[config.mk]
export PLATFORM = sky130hd
export DESIGN_NAME = muldiv_unit
export DESIGN_NICKNAME = d
export VERILOG_FILES = /design/src/rtl/muldiv_unit.sv
export SDC_FILE = /design/constraint.sdc
export NUM_CORES = 1
export LEC_CHECK = 0
export BUFFER_PORTS_ARGS = -buffer_cell sky130_fd_sc_hd__buf_2
export CAP_MARGIN = 10
export CORE_MARGIN = 4
export CORE_UTILIZATION = 40
export CTS_BUF_LIST = sky130_fd_sc_hd__clkbuf_8
export CTS_CLUSTER_DIAMETER = 80
export DETAILED_ROUTE_END_ITERATION = 8
export GPL_TIMING_DRIVEN = 0
export SETUP_SLACK_MARGIN = 0.5
export SLEW_MARGIN = 15
export SYNTH_ARGS = -nofsm -noshare
export SYNTH_HDL_FRONTEND = slang
export SYNTH_SLANG_ARGS = --single-unit
[constraint.sdc]
create_clock -name clk -period 5.28 [get_ports clk]
set_input_delay 0.792 -clock clk [delete_from_list [all_inputs] [get_ports clk]]
set_output_delay 0.792 -clock clk [all_outputs]
set_load 0.02 [all_outputs]
[src/rtl/muldiv_unit.sv]
// muldiv_unit: iterative radix-2 multiply/divide engine that owns the HI/LO
// registers. Operands are reduced to magnitudes at start. One shift-add
// (multiply) or restoring-subtract (divide) step is done per cycle. Signs are
// applied in a final FIX cycle. Latency is fixed at WIDTH+1 cycles.
module muldiv_unit #(
  parameter int WIDTH = 32,
  parameter int CNT_W = 6
) (
  input  logic             clk,
  input  logic             rst_n,
  input  logic             start,
  input  logic [4:0]       op,
  input  logic [WIDTH-1:0] a,
  input  logic [WIDTH-1:0] b,
  input  logic             flush,
  input  logic             hi_we,
  input  logic             lo_we,
  input  logic [WIDTH-1:0] wdata,
  output logic             busy,
  output logic             done,
  output logic             divzero,
  output logic [WIDTH-1:0] hi,
  output logic [WIDTH-1:0] lo
);

  localparam logic [1:0] S_IDLE = 2'd0;
  localparam logic [1:0] S_CALC = 2'd1;
  localparam logic [1:0] S_FIX  = 2'd2;

  localparam logic [4:0] OP_MULT  = 5'b10001;
  localparam logic [4:0] OP_MULTU = 5'b10010;
  localparam logic [4:0] OP_DIV   = 5'b10011;
  localparam logic [4:0] OP_DIVU  = 5'b10100;

  logic [1:0]         state_reg;
  logic [CNT_W-1:0]   cnt_reg;
  logic [2*WIDTH-1:0] acc_reg;     // mult: {partial, multiplier}; div: {remainder, dividend/quotient}
  logic [WIDTH-1:0]   opnd_reg;    // mult: |multiplicand|; div: |divisor|
  logic [WIDTH-1:0]   araw_reg;    // raw dividend, returned in HI on divide-by-zero
  logic               is_div_reg;
  logic               neg_q_reg;   // product / quotient must be negated
  logic               neg_r_reg;   // remainder must be negated (dividend sign)
  logic               bzero_reg;
  logic               busy_reg;
  logic               done_reg;
  logic               divzero_reg;
  logic [WIDTH-1:0]   hi_reg;
  logic [WIDTH-1:0]   lo_reg;

  // Operand decode and magnitude extraction at the start boundary
  logic             op_valid;
  logic             op_signed;
  logic             op_div;
  logic             a_neg;
  logic             b_neg;
  logic [WIDTH-1:0] a_mag;
  logic [WIDTH-1:0] b_mag;

  // Decode the op code and form operand magnitudes and result signs
  always_comb begin
    op_valid  = (op == OP_MULT) || (op == OP_MULTU) || (op == OP_DIV) || (op == OP_DIVU);
    op_signed = (op == OP_MULT) || (op == OP_DIV);
    op_div    = (op == OP_DIV) || (op == OP_DIVU);
    a_neg     = op_signed && a[WIDTH-1];
    b_neg     = op_signed && b[WIDTH-1];
    a_mag     = a_neg ? (~a + 1'b1) : a;
    b_mag     = b_neg ? (~b + 1'b1) : b;
  end

  // Per-cycle datapath step candidates and FIX-cycle sign-corrected results
  logic [WIDTH-1:0]   mul_add;
  logic [WIDTH:0]     mul_sum;
  logic [2*WIDTH-1:0] mul_next;
  logic [WIDTH:0]     div_part;
  logic [WIDTH:0]     div_diff;
  logic               div_ok;
  logic [2*WIDTH-1:0] div_next;
  logic [2*WIDTH-1:0] prod_fix;
  logic [WIDTH-1:0]   acc_hi;
  logic [WIDTH-1:0]   acc_lo;
  logic [WIDTH-1:0]   quo_fix;
  logic [WIDTH-1:0]   rem_fix;

  // One radix-2 step of each algorithm, plus sign fix-up of the final accumulator
  always_comb begin
    // Shift-add: add multiplicand into the upper half when the multiplier LSB is set
    mul_add  = acc_reg[0] ? opnd_reg : '0;
    mul_sum  = {1'b0, acc_reg[2*WIDTH-1:WIDTH]} + {1'b0, mul_add};
    mul_next = {mul_sum, acc_reg[WIDTH-1:1]};
    // Restoring divide: shift in next dividend bit, trial-subtract the divisor
    div_part = acc_reg[2*WIDTH-1:WIDTH-1];
    div_diff = div_part - {1'b0, opnd_reg};
    div_ok   = ~div_diff[WIDTH];
    div_next = {(div_ok ? div_diff[WIDTH-1:0] : div_part[WIDTH-1:0]),
                acc_reg[WIDTH-2:0], div_ok};
    // Sign correction
    acc_hi   = acc_reg[2*WIDTH-1:WIDTH];
    acc_lo   = acc_reg[WIDTH-1:0];
    prod_fix = neg_q_reg ? (~acc_reg + 1'b1) : acc_reg;
    quo_fix  = neg_q_reg ? (~acc_lo + 1'b1) : acc_lo;
    rem_fix  = neg_r_reg ? (~acc_hi + 1'b1) : acc_hi;
  end

  // Control FSM and iteration datapath
  always_ff @(posedge clk or negedge rst_n) begin
    if (!rst_n) begin
      state_reg  <= S_IDLE;
      cnt_reg    <= '0;
      acc_reg    <= '0;
      opnd_reg   <= '0;
      araw_reg   <= '0;
      is_div_reg <= 1'b0;
      neg_q_reg  <= 1'b0;
      neg_r_reg  <= 1'b0;
      bzero_reg  <= 1'b0;
      busy_reg   <= 1'b0;
      done_reg   <= 1'b0;
    end else begin
      done_reg <= 1'b0;
      if (flush) begin
        state_reg <= S_IDLE;
        busy_reg  <= 1'b0;
      end else begin
        case (state_reg)
          S_IDLE: begin
            if (start && op_valid) begin
              is_div_reg <= op_div;
              neg_q_reg  <= a_neg ^ b_neg;
              neg_r_reg  <= a_neg;
              bzero_reg  <= op_div && (b == '0);
              araw_reg   <= a;
              opnd_reg   <= op_div ? b_mag : a_mag;
              acc_reg    <= {{WIDTH{1'b0}}, (op_div ? a_mag : b_mag)};
              cnt_reg    <= CNT_W'(WIDTH - 1);
              busy_reg   <= 1'b1;
              state_reg  <= S_CALC;
            end
          end
          S_CALC: begin
            acc_reg <= is_div_reg ? div_next : mul_next;
            cnt_reg <= cnt_reg - CNT_W'(1);
            if (cnt_reg == '0) begin
              state_reg <= S_FIX;
            end
          end
          S_FIX: begin
            state_reg <= S_IDLE;
            busy_reg  <= 1'b0;
            done_reg  <= 1'b1;
          end
          default: begin
            state_reg <= S_IDLE;
            busy_reg  <= 1'b0;
          end
        endcase
      end
    end
  end

  // HI/LO/divzero: result write on completion, mthi/mtlo only while idle
  always_ff @(posedge clk or negedge rst_n) begin
    if (!rst_n) begin
      hi_reg      <= '0;
      lo_reg      <= '0;
      divzero_reg <= 1'b0;
    end else if (state_reg == S_FIX && !flush) begin
      if (is_div_reg && bzero_reg) begin
        hi_reg      <= araw_reg;
        lo_reg      <= '1;
        divzero_reg <= 1'b1;
      end else if (is_div_reg) begin
        hi_reg      <= rem_fix;
        lo_reg      <= quo_fix;
        divzero_reg <= 1'b0;
      end else begin
        hi_reg      <= prod_fix[2*WIDTH-1:WIDTH];
        lo_reg      <= prod_fix[WIDTH-1:0];
        divzero_reg <= 1'b0;
      end
    end else if (!busy_reg) begin
      if (hi_we) hi_reg <= wdata;
      if (lo_we) lo_reg <= wdata;
    end
  end

  assign busy    = busy_reg;
  assign done    = done_reg;
  assign divzero = divzero_reg;
  assign hi      = hi_reg;
  assign lo      = lo_reg;

endmodule

==> out/results.tsv <==
metric	value	unit
total global-route track usage	31.1	%
Root Buffer	clkbuf_8	
total power	0.00943	W
Max-Cap Viols	0	
clock-pin slew on the worst setup and hold paths	0.06	ns
RR Endpoint	acc_reg[58]	
Die H	214	µm
Post-CTS Setup Bufs	0	
status	complete, no violations	
Core Footprint	0.0419	mm²
multi-input logic area	0.0110	mm²
Inst Count DP	2869	
most frequent cells in the layout	nand2_1 (319), dfrtp_1 (207), nor2_1 (191)	
Syn Nets	2334	
final WL	73700	µm
dpl hpwl	58900	µm
first-pass GRT wire length	108000	µm
WL/cell	25.1	µm
Synth Warn #	0	
Setup Skew	0.0206	ns
final setup fails	0	
CTS tree	built	
relative slew slack	27.6	%
HP Class	input pin to async pin	
routed vias	18000	
Worst Tran Pin Value	1.08	ns
initial antenna violation count	0	
Total Die Area	0.0457	mm²
Reg2Reg Setup Slack	0.72	ns
Setup CP Type	flip-flop to flip-flop	
antenna cells	0	
GRT overflow	0	
clk_lat worst skew	0.60	ns
Syn Std Cell Area	0.0169	mm²
largest fanout on the critical path	10	
flop and latch count out of synthesis	207	
largest net degree at the start of global routing	96	
Largest register FFs	64	
drt via density	6.15	
Longest Clk Path Bufs	3	
fmax	219	MHz
critical path startpoint category	flip-flop	
Cell Pwr Density	488	mW/mm²
DRT antenna net count	0	
fin crit period	4.56	ns
Synth async-reset ratio	100	%
sequential power share	28.5	%
origin of the critical flop-to-flop path	acc_reg[31]	
Req. time, crit path	5.73	ns
Peak VDD IR	0.000284	V
Final Instance Count excl. Fillers	2934	
CP Data Arrival Time	5.01	ns
Pre-Repair DR Iteration Count	5	
number of CTS-inserted buffers	40	
I/O Pins	174	
Pleak	8.36	nW
switch share	50.3	%
iteration-0 DRC count of the detailed router	2247	
most frequent standard cell in the layout excluding fill and tap cells	nand2_1	
routability cong.	0.987	
vias in the first global route	16700	
Post-synth EDFFs	0	
layout cells sized above 1	11.1	%
drt drc	0	
PortBufs	173	
starting density of the core	40.4	%
endpoints failing hold	0	
ys flop type	dfrtp_1	
Layout area overhead	14.1	%
RSZ-0062 raised after global routing	no	
FF-to-FF path depth	13	
Mapped Cells	2155	
internal power	0.00469	W
synth unique cells	76	
Final period util	86.4	%
CTS Sinks	207	
Clock power frac	17.3	%
H-tree depth	2	
Logic pwr share	54.2	%
Rows	75	
Die X	214	µm
Mapped Avg Cell Area	7.85	µm²
Layout Nets	2551	
FF+latch area	0.00518	mm²
Final Max Slew Viols	0	
Switching Power	0.00474	W
Filler cells	4246	
Critical Path End Type	flip-flop	
register area share after synthesis	30.6	%
power by group through the flow:
stage	Combinational, W	Clock [W]	Sequential (W)
4_1_cts	0.00499	0.00164	0.00264
3_5_place_dp	0.00495	0	0.00267
6_report	0.00511	0.00163	0.00269
2_1_floorplan	0.00340	0	0.00243
5_1_grt	0.00554	0.00171	0.00270
3_3_place_gp	0.00492	0	0.00266
cells in the mapped netlist, drive strengths merged, types with 28 or more instances:
cell / count / share of area (%)
a211oi: 28 / 1.3
a21o: 28 / 1.2
a21oi: 161 / 4.8
a22oi: 29 / 1.3
clkbuf: 117 / 2.6
dfrtp: 207 / 31
ha: 70 / 5.2
inv: 73 / 1.6
mux2i: 94 / 5.6
nand2: 319 / 7.1
nand3: 31 / 0.92
nor2: 192 / 4.3
nor3: 65 / 1.9
o211ai: 40 / 1.8
o21ai: 165 / 4.9
xnor2: 86 / 4.5
xor2: 88 / 4.6
critical path, cell delays in order, from the launching register on:
cell and delay (ns):
dfrtp_1 0.52, inv_1 0.22, ha_1 0.28, fa_1 0.38
nand2b_1 0.24, a211oi_1 0.45, o21ai_1 0.28, o21ai_2 0.36
o41ai_1 0.22, nor2_2 0.36, buf_4 0.34, buf_2 0.40
mux2i_1 0.24, o21ai_0 0.11
worst max-delay path by stage:
stage / startpoint / endpoint / slack [ns] / cells past startpoint
5_1_grt: acc_reg[31] / acc_reg[58] / 0.53 / 13
2_1_floorplan: acc_reg[31] / acc_reg[32] / 1.92 / 14
3_3_place_gp: rst_n / acc_reg[46] / -0.28 / 1
3_5_place_dp: acc_reg[31] / acc_reg[59] / 0.11 / 13
6_report: acc_reg[31] / acc_reg[58] / 0.72 / 13
4_1_cts: acc_reg[31] / acc_reg[34] / 0.56 / 12
kinds of logic (layout without fill, tap and decap cells):
group,Yosys count,after routing,synth area share [%]
AOI/OAI and AO/OA,644,644,24.5
xor gates and xnor gates,174,174,9.01
adders and majority gates,72,72,5.41
buffers and inverters,207,447,4.62
DFF,207,207,30.6
muxes,100,100,5.96
and+or+nand+nor,751,751,19.9
layer usage:
metal  up-vias  track usage [%]  wire length (µm)
met5         -                0                 0
met4         0             10.9              2940
met3       171             5.82              7200
met2       990             45.7             30900
met1      8706             45.9             32600
li1       8181                -                 -
what timing repair did:
item                                    4_1_cts  5_1_grt
resized for setup                             3        4
endpoints found under the setup margin       28       25
pin swaps                                     0        0
hold buffers                                  0        0
metrics by stage:
step / worst slack [ns] / hold slack (ns) / util [%] / instance area, µm² / TNS [ns]
after detailed placement: 0.110 / 0.494 / 44.3 / 18500 / 0
after floorplan: 1.92 / 0.440 / - / 16900 / 0
after global placement: -0.284 / 0.475 / 44.1 / 18500 / -50.63
after CTS: 0.558 / 0.0352 / 46.1 / 19300 / 0
after global routing: 0.534 / 0.0499 / 46.1 / 19300 / 0
final: 0.718 / 0.0530 / 46.1 / 19300 / 0
cell type report:
cell class	instances	share of cell area (%)
multi-input combinational	1741	56.8
inverter	73	1.42
clock buffer	48	3.42
timing repair buffer	175	4.82
clock inverter	17	0.564
buffer	134	2.66
tap	539	3.49
sequential	207	26.8
Note: power is estimated with default switching activity, not from simulation.
